===== config.mk =====
export PLATFORM = sky130hd
export DESIGN_NAME = regfile_dump_reader
export DESIGN_NICKNAME = d
export VERILOG_FILES = /design/src/rtl/regfile_dump_reader.sv
export SDC_FILE = /design/constraint.sdc
export NUM_CORES = 1
export LEC_CHECK = 0
export BUFFER_PORTS_ARGS = -buffer_cell sky130_fd_sc_hd__buf_4
export CAP_MARGIN = 30
export CORE_ASPECT_RATIO = 1.4
export CORE_MARGIN = 2
export CORE_UTILIZATION = 42
export CTS_CLUSTER_DIAMETER = 80
export CTS_CLUSTER_SIZE = 12
export DETAILED_ROUTE_END_ITERATION = 8
export PLACE_DENSITY = 0.76
export SYNTH_ARGS = -nofsm -noshare
export SYNTH_HDL_FRONTEND = slang
export SYNTH_SLANG_ARGS = --single-unit
export TNS_END_PERCENT = 10

===== constraint.sdc =====
create_clock -name clk -period 1.4 [get_ports clk]
set_clock_uncertainty 0.1 [all_clocks]
set_input_delay 0.21 -clock clk [delete_from_list [all_inputs] [get_ports clk]]
set_output_delay 0.21 -clock clk [all_outputs]
set_load 0.03 [all_outputs]

===== src/rtl/regfile_dump_reader.sv =====
// rtl/regfile_dump_reader.sv - walks a register range through one read port and streams (addr, data) words
module regfile_dump_reader #(
  parameter int B = 32,
  parameter int W = 5
) (
  input  logic         clk,
  input  logic         rst_n,
  input  logic         start,
  input  logic         abort,
  input  logic [W-1:0] first_addr,
  input  logic [W-1:0] last_addr,
  output logic [W-1:0] rf_r_addr,
  input  logic [B-1:0] rf_r_data,
  output logic         dump_valid,
  input  logic         dump_ready,
  output logic [W-1:0] dump_addr,
  output logic [B-1:0] dump_data,
  output logic         dump_last,
  output logic         busy,
  output logic         done
);

  typedef enum logic [1:0] {S_IDLE, S_READ, S_SEND, S_DONE} state_t;

  state_t       r_state;
  state_t       w_next;
  logic [W-1:0] r_cur;
  logic [W-1:0] r_last;
  logic [W-1:0] r_dump_addr;
  logic [B-1:0] r_dump_data;
  logic         r_dump_last;
  logic         w_xfer;

  // abort wins over a same-cycle handshake, so that word is never counted
  assign w_xfer = (r_state == S_SEND) && dump_ready && !abort;

  always_ff @(posedge clk or negedge rst_n) begin
    if (!rst_n) r_state <= S_IDLE;
    else        r_state <= w_next;
  end

  always_comb begin
    w_next = r_state;
    case (r_state)
      S_IDLE: if (start) w_next = S_READ;
      S_READ: w_next = abort ? S_IDLE : S_SEND;
      S_SEND: begin
        if (abort)       w_next = S_IDLE;
        else if (w_xfer) w_next = r_dump_last ? S_DONE : S_READ;
      end
      S_DONE: w_next = S_IDLE;
      default: w_next = S_IDLE;
    endcase
  end

  // r_cur doubles as the read address; it only moves on start or a non-final transfer
  always_ff @(posedge clk or negedge rst_n) begin
    if (!rst_n) begin
      r_cur       <= '0;
      r_last      <= '0;
      r_dump_addr <= '0;
      r_dump_data <= '0;
      r_dump_last <= 1'b0;
    end else begin
      if (r_state == S_IDLE && start) begin
        r_cur  <= first_addr;
        r_last <= last_addr;
      end
      if (r_state == S_READ && !abort) begin
        r_dump_addr <= r_cur;
        r_dump_data <= rf_r_data;
        r_dump_last <= (r_cur == r_last);
      end
      if (w_xfer && !r_dump_last) r_cur <= r_cur + {{(W-1){1'b0}}, 1'b1};
    end
  end

  assign rf_r_addr  = r_cur;
  assign dump_valid = (r_state == S_SEND);
  assign dump_addr  = r_dump_addr;
  assign dump_data  = r_dump_data;
  assign dump_last  = r_dump_last;
  assign busy       = (r_state != S_IDLE);
  assign done       = (r_state == S_DONE);

endmodule


Word level (Yosys, flattened, before mapping)
Index checks and enable logic that the tools add are counted.
{ "word_totals": {"elab_cells": 32, "reg_bits": 50} }
{ "classes": {"addsub": 1, "n_reduce_logical": 11, "n_eq_ne": 6, "muxes": 8} }
{ "op_table": {"columns": ["operator", "n"], "rows": [
  ["2-bit 2-to-1 mux", 5],
  ["5-bit 2-to-1 mux", 2],
  ["2-bit one-hot mux with 4 select lines", 1],
  ["5-bit by 1-bit adder with 5-bit output, second input constant", 1],
  ["5-bit equality test", 1],
  ["1-bit logical AND", 5],
  ["2-bit equality test, second input constant", 2],
  ["2-bit nonzero test", 2],
  ["3-bit by 2-bit inequality test with 1-bit output, second input constant", 1],
  ["2-bit by 1-bit equality test with 1-bit output, second input constant", 1],
  ["1-bit zero test", 2],
  ["2-bit zero test", 1],
  ["2-bit inequality test, second input constant", 1],
  ["2-bit AND reduction", 1]
]} }

Depth between registers and ports, before layout
Gate-level depths: netlist (run 1).
{ "depth": {"word_depth": 6, "ltp_mapped": 5, "ltp_nobuf": 4} }

Least setup slack after synthesis (run 1)
OpenSTA, ideal clock, no wires.
{ "synth_timing": {"kind": "register to register", "start": "reg r_cur[0] (netlist: rf_r_addr[0])", "end": "reg r_cur[4] (netlist: rf_r_addr[4])", "setup_slack_ns": -0.142, "t_required_ns": 1.171, "path_stages_with_launch": 5, "arrival_ns": 1.312, "period_less_slack_ns": 1.542, "path_buffers": 0, "path_cell_list": "dfrtp_1 > ha_1 > a31o_2 > a211oi_1 > a211oi_1"} }
{ "synth_via": {"elab_chain_cells": 2} }
{ "synth_rtl": {"columns": ["item", "line_no", "rtl"], "rows": [
  ["start, declared", "27", "logic [W-1:0] r_cur;"],
  ["start signal, assigned", "66", "r_cur <= first_addr;"],
  ["start signal, assigned", "74", "if (w_xfer && !r_dump_last) r_cur <= r_cur + {{(W-1){1'b0}}, 1'b1};"],
  ["5-bit by 1-bit adder with 5-bit output", "74", null],
  ["5-bit 2-to-1 mux", "74", null]
]} }
Every way passes these cells.
A chain may end at the register's enable or synchronous reset.

Worst setup path in the final report (run 1)
{ "layout_timing": {"start": "reg r_state[1]", "end": "reg r_dump_data[30] (netlist: dump_data[30])"} }
{ "layout_via": {"elab_chain_cells": 2} }
{ "layout_rtl": {"columns": ["item", "line_no", "rtl"], "rows": [
  ["start, declared", "25", "state_t r_state;"],
  ["start signal, assigned", "39", "else r_state <= w_next;"],
  ["2-bit by 1-bit equality test with 1-bit output", "69", "if (r_state == S_READ && !abort) begin"],
  ["1-bit logical AND", "69", null],
  ["end signal, assigned", "71", "r_dump_data <= rf_r_data;"],
  ["end, declared", "30", "logic [B-1:0] r_dump_data;"]
]} }
Every way passes these cells.

==> results.ini, run 1 <==
[final_layout]
multi_input_area_um2 = 965
final_cell_mix = buf_4 (103), dfrtp_1 (45), mux2_4 (25)
antenna_cells = 0
drive_gt1_share_pct = 63.0
finalNonFillerCells = 345
fillCellCount = 366
fin_area_um2 = 3430
final_common_cell = buf_4
register_area_um2 = 1260
final_nets = 328
area_growth_pct = 60.2

[logic_synthesis]
ys_warn_count = 0
yosysSeqAreaShare_pct = 58.4
ys_ff_latch = 50
synth_ff_type = dfrtp_1
synth_nets = 207
syn_area_um2 = 2140
synth-edff-count = 0
syn-mean-instance-area_um2 = 13.5
async_flop_share_pct = 100
yosys.cell_types.count = 41
syn_inst = 159

[worst_setup_path]
critPathSlowestCell = dfrtp_2
crit_buf_inv = 2
required_ns = 1.49
crit_chain = nor3b_4, buf_6, clkbuf_16, mux2_2
crit_fanout = 12
worstSetupEndpointType = register
arrival_ns = 1.67
crit_family = flip-flops
crit_type = reg -> reg
cpPeakStageDelay_ns = 0.48
start_kind = register

[floorplan]
ios = 93
coreArea_um2 = 4880
num_rows = 30
die-width_um = 64.4
dieArea_um2 = 5700
start_util_pct = 43.9
die_h_um = 88.5

[detailed_routing]
drt_iter0_markers = 52
drc_errors = 0
ant_nets = 0
via_per_inst = 5.05
wl_per_cell_um = 15.0
vias = 1742
finalWirelength_um = 5190
dr.pass1.iters = 4

[clock_tree]
ctsLongestPathBuffers = 2
insertion_delay_ns = 0.30
tritoncts.num_buffers = 5
clk_pin_slew_ns = 0.08
htree_levels = 2
numClockSinks = 50
cts-root-buf = clkbuf_8
cts_tree = yes

[global_routing]
grt_max_degree = 31
grt_pass1_vias = 1822
antenna_found_initial = 0
grt_pass1_wl_um = 8070
grt.overflow.total = 0
grt_use_total_pct = 18.4

[min_path]
hp-class = in -> reg

[pwr]
p_leak_nw = 1.65
power_density_nw_per_um2 = 1880
ir_drop_mv = 0.940

[placement]
routabilityCongestion = 0.834
placed_area_um2 = 3030
dp_cells = 325
dp_hpwl_um = 3580
port_buffers = 92

[timing]
hold_viol = 0
max_freq_mhz = 634
setup_ws_ns = -0.177
period_needed_ns = 1.58
rsz0062_at_grt = yes
min_period_over_period_pct = 113
finalSetupViolCount = 51
tightest_slew_ns = 0.404
max-slew-margin-rel_pct = 73.1
drv_slew = 0

[status]
violations = negative setup slack
status = complete, but fails checks

[job]
max_cap_viol_count = 0

-- worst register-to-register path, delay by kind of cell, from the launching register on --
kind,cells,cell delay [ns]
multiplexers,1,0.34
AND/OR/NAND/NOR,1,0.22
buffers and inverters,2,0.34
flip-flops,1,0.48
-- where the power goes --
part	switching [mW]	total [mW]	leakage [nW]	internal (mW)
combinational	1.71	3.29	1.01	1.58
sequential	0.347	2.32	0.590	1.98
clock	0.447	0.844	0.0472	0.397
-- cell families (layout without fill, tap and decap cells) --
family	count (synthesis)	count (layout)	share of synthesized area (%)
AO/OA/AOI/OAI	17	17	6.02
buffers and inverters	12	134	3.33
multiplexers	37	37	19.5
XOR/XNOR	5	5	2.04
adder cells (fa/ha/maj)	1	1	0.584
AND/OR/NAND/NOR	37	37	10.2
flip-flops	50	50	58.4
-- sequential cells by signal, indices dropped and copies added (netlist names) --
| name | flops |
|---|---|
| dump_last | 1 |
| dump_data | 32 |
| r_last | 5 |
| r_state | 2 |
| dump_addr | 5 |
| rf_r_addr | 5 |
-- layer usage --
metal  vias up  part of all wire [%]  GRT usage (%)
li1        805                     -              -
met1       850                    39           20.2
met2        75                    54           33.6
met3        12                   5.7           4.33
met4         0                   1.8           8.90
met5         -                     0              0
-- timing repair --
action	CTS	global route
endpoints found under the hold margin	34	0
buffers inserted	4	1
gates resized for setup	13	33
pin swaps	1	2
cloned	0	1
endpoints found under the setup margin	52	52
hold buffers	6	0
-- cell type report --
cell class	count	area share, %
Clock buffer	6	2.41
Clock inverter	2	0.365
Inverter	3	0.328
Multi-Input combinational cell	97	28.1
Sequential cell	50	36.7
Tap cell	64	2.33
Timing Repair Buffer	123	29.8
-- worst paths after layout --
check / slack [ns] / start / to / cells past startpoint
max: -0.18 / r_state[1]$_DFFE_PN0P_ / dump_data[30]$_DFFE_PN0P_ / 4
min: 0.003 / last_addr[1] / r_last[1]$_DFFE_PN0P_ / 3
max reg2reg: -0.18 / r_state[1]$_DFFE_PN0P_ / dump_data[30]$_DFFE_PN0P_ / 4
min reg2reg: 0.39 / dump_data[15]$_DFFE_PN0P_ / dump_data[15]$_DFFE_PN0P_ / 1
max in group asynchronous: 0.49 / rst_n / dump_data[10]$_DFFE_PN0P_ / 3
min in group asynchronous: 0.28 / rst_n / dump_data[8]$_DFFE_PN0P_ / 2
-- cells in the mapped netlist, types with 2 or more instances --
cell type / instances / share of area, %
buf_4: 2 / 0.70
inv_1: 3 / 0.53
xnor2_1: 5 / 2.0
a211oi_1: 3 / 1.1
clkbuf_1: 2 / 0.35
dfrtp_1: 50 / 58
mux2_2: 35 / 18
buf_6: 2 / 1.1
mux2_1: 2 / 1.1
nand2b_1: 2 / 0.58
buf_2: 3 / 0.70
nand2_1: 16 / 2.8
nand4_1: 2 / 0.58
nand3_1: 2 / 0.47
nor2_1: 3 / 0.53
a21oi_1: 2 / 0.47
-- metrics by stage --
stage | hold slack, ns | setup slack (ns) | setup TNS, ns | total power, mW | util [%]
after detailed placement | 0.0740 | -0.176 | -6.89 | 5.31 | 62.1
after global placement | 0.0692 | -0.154 | -6.15 | 5.23 | 62.1
after CTS | 0.00134 | -0.155 | -6.42 | 6.25 | 67.1
final | 0.00329 | -0.177 | -6.56 | 6.46 | 70.3
after global routing | 0.0119 | -0.217 | -8.97 | 6.81 | 70.3
after floorplan | -0.186 | -0.0599 | -0.539 | 4.05 | -
Note: power is estimated with default switching activity, not from simulation.
==> run 2: changes to the inputs <==
Settings changed: CTS_BUF_LIST set to sky130_fd_sc_hd__clkbuf_8 sky130_fd_sc_hd__clkbuf_16, TNS_END_PERCENT 10 to 20.
==> run 2 against run 1 <==
The run still ends with negative setup slack left; die area is the same; largest power group unchanged; worst setup slack is the same; clock power about the same.
==> results.ini, run 2 (synthesis results as in run 1) <==
[final_layout]
area_growth_pct = 60.2  ; unchanged
final_cell_mix = buf_4 (103), dfrtp_1 (45), mux2_4 (25)
largest_reg_flops = 32  ; unchanged
antenna_cells = 0  ; unchanged
final_common_cell = buf_4
drive_gt1_share_pct = 63.0  ; unchanged
fin_util_pct = 70.3  ; unchanged
final_nets = 328  ; unchanged

[global_routing]
antenna_found_initial = 0  ; unchanged
grt_pass1_vias = 1822  ; unchanged
grt_max_degree = 31  ; unchanged
grt.overflow.total = 0  ; unchanged
grt_pass1_wl_um = 8070  ; unchanged
grt_use_total_pct = 18.4  ; unchanged

[worst_setup_path]
arrival_ns = 1.67  ; about the same
required_ns = 1.49  ; about the same
crit_type = reg -> reg
reg2reg_slack_ns = -0.18  ; about the same
start_kind = register
cp-startpoint = r_state[1]$_DFFE_PN0P_
crit_fanout = 12  ; unchanged
rr_worst_depth = 4  ; unchanged
r2r_start = r_state[1]$_DFFE_PN0P_
worstSetupEndpointType = register
crit-reg2reg-capture = dump_data[30]$_DFFE_PN0P_

[detailed_routing]
drc_errors = 0  ; unchanged
dr.pass1.iters = 4  ; unchanged
vias = 1742  ; unchanged
via_per_inst = 5.05  ; unchanged
drt_iter0_markers = 52  ; unchanged
finalWirelength_um = 5190  ; unchanged
wl_per_cell_um = 15.0  ; unchanged
ant_nets = 0  ; unchanged

[timing]
finalSetupViolCount = 51  ; unchanged
tightest_slew_ns = 0.404  ; unchanged
min_period_over_period_pct = 113  ; unchanged
setup_ws_ns = -0.177  ; unchanged
whs_ns = 0.00329  ; unchanged
hold_viol = 0  ; unchanged
max-slew-margin-rel_pct = 73.1  ; unchanged
rsz0062_at_grt = yes
drv_slew = 0  ; unchanged
max_freq_mhz = 634  ; unchanged
period_needed_ns = 1.58  ; unchanged

[pwr]
seqPwrFrac_pct = 36.0  ; about the same
p_leak_nw = 1.65  ; unchanged
ir_drop_mv = 0.940  ; unchanged
switching_share_pct = 38.8  ; unchanged
p_int_mw = 3.95  ; unchanged
power_density_nw_per_um2 = 1880  ; unchanged
p_clk_share_pct = 13.1  ; about the same
comb_power_share_pct = 51.0  ; about the same
power_switching_mw = 2.50  ; unchanged

[clock_tree]
ctsLongestPathBuffers = 2  ; unchanged
clk_pin_slew_ns = 0.08  ; about the same
cts-root-buf = clkbuf_8
numClockSinks = 50  ; unchanged
tritoncts.num_buffers = 5  ; unchanged
htree_levels = 2  ; unchanged
cts_tree = yes
insertion_delay_ns = 0.30  ; about the same

[floorplan]
num_rows = 30  ; unchanged
ios = 93  ; unchanged
die-width_um = 64.4  ; unchanged
start_util_pct = 43.9  ; unchanged
coreArea_um2 = 4880  ; unchanged
die_h_um = 88.5  ; unchanged
dieArea_um2 = 5700  ; unchanged

[status]
status = complete, but fails checks
violations = negative setup slack

[placement]
routabilityCongestion = 0.834  ; unchanged
dp_hpwl_um = 3580  ; unchanged
place_ws_ns = -0.176  ; unchanged
port_buffers = 92  ; unchanged

[min_path]
hp-class = in -> reg
holdPathStages = 3  ; unchanged
hold_path_startpoint = last_addr[1]
min_to = r_last[1]$_DFFE_PN0P_

[job]
max_cap_viol_count = 0  ; unchanged

run 2: cell counts in the layout (fill, tap and decap cells not counted):
No cell type changed its count.
run 2: how the worst max path moves through the flow:
| stage | slack [ns] | depth (start not counted) | endpoint |
|---|---|---|---|
| after global routing | -0.22 | 4 | dump_data[30]$_DFFE_PN0P_ |
| after floorplan | -0.06 | 4 | rf_r_addr[4]$_DFFE_PN0P_ |
| after CTS | -0.15 | 4 | dump_data[11]$_DFFE_PN0P_ |
| after detailed placement | -0.18 | 3 | dump_data[11]$_DFFE_PN0P_ |
| final | -0.18 | 4 | dump_data[30]$_DFFE_PN0P_ |
| after global placement | -0.15 | 3 | dump_data[12]$_DFFE_PN0P_ |
run 2: layout make-up:
| class | count | area, um2 |
|---|---|---|
| fillers | 366 | 1450 |
| flip-flops and latches | 50 | 1260 |
| repair buffers | 123 | 1020 |
| multi-input cells | 97 | 965 |
| clock buffers | 6 | 82.6 |
| well taps | 64 | 80.1 |
| clock inverters | 2 | 12.5 |
| inverters | 3 | 11.3 |
run 2: power groups by stage:
stage               logic [mW]  registers [mW]  clock network, mW
floorplan                0.791            3.26                  0
global placement          2.93            2.30                  0
detailed placement        2.98            2.33                  0
CTS                       3.07            2.30              0.882
global route              3.47            2.39              0.948
finish                    3.29            2.32              0.844
run 2: timing repair:
action                                 4_1_cts  5_1_grt
setup endpoints to repair                   52       52
gates cloned                                 0        1
pin swaps                                    1        2
resized for setup                           13       33
endpoints found under the hold margin       34        0
hold buffers                                 6        0
setup buffers                                4        1
run 2: worst max-delay path, cell delays in order (launching register included):
cell and delay, ns:
dfrtp_2 0.48, nor3b_4 0.21, buf_6 0.16, clkbuf_16 0.18, mux2_2 0.33
run 2: layer usage:
| layer | up-vias | wire [um] | GRT usage (%) |
|---|---|---|---|
| met3 | 12 | 298 | 4.33 |
| met4 | 0 | 91 | 8.90 |
| li1 | 805 | - | - |
| met1 | 850 | 2000 | 20.2 |
| met2 | 75 | 2790 | 33.6 |
| met5 | - | 0 | 0 |
run 2: per-stage QoR:
step           cell area, um2  total power, mW  cells  setup TNS (ns)
5_1_grt                  3430             6.81    345           -8.97
3_5_place_dp             3030             5.31    325           -6.89
4_1_cts                  3270             6.25    343           -6.42
6_report                 3430             6.46    345           -6.56
2_1_floorplan            2150             4.05    159          -0.539
3_3_place_gp             3030             5.23    325           -6.15
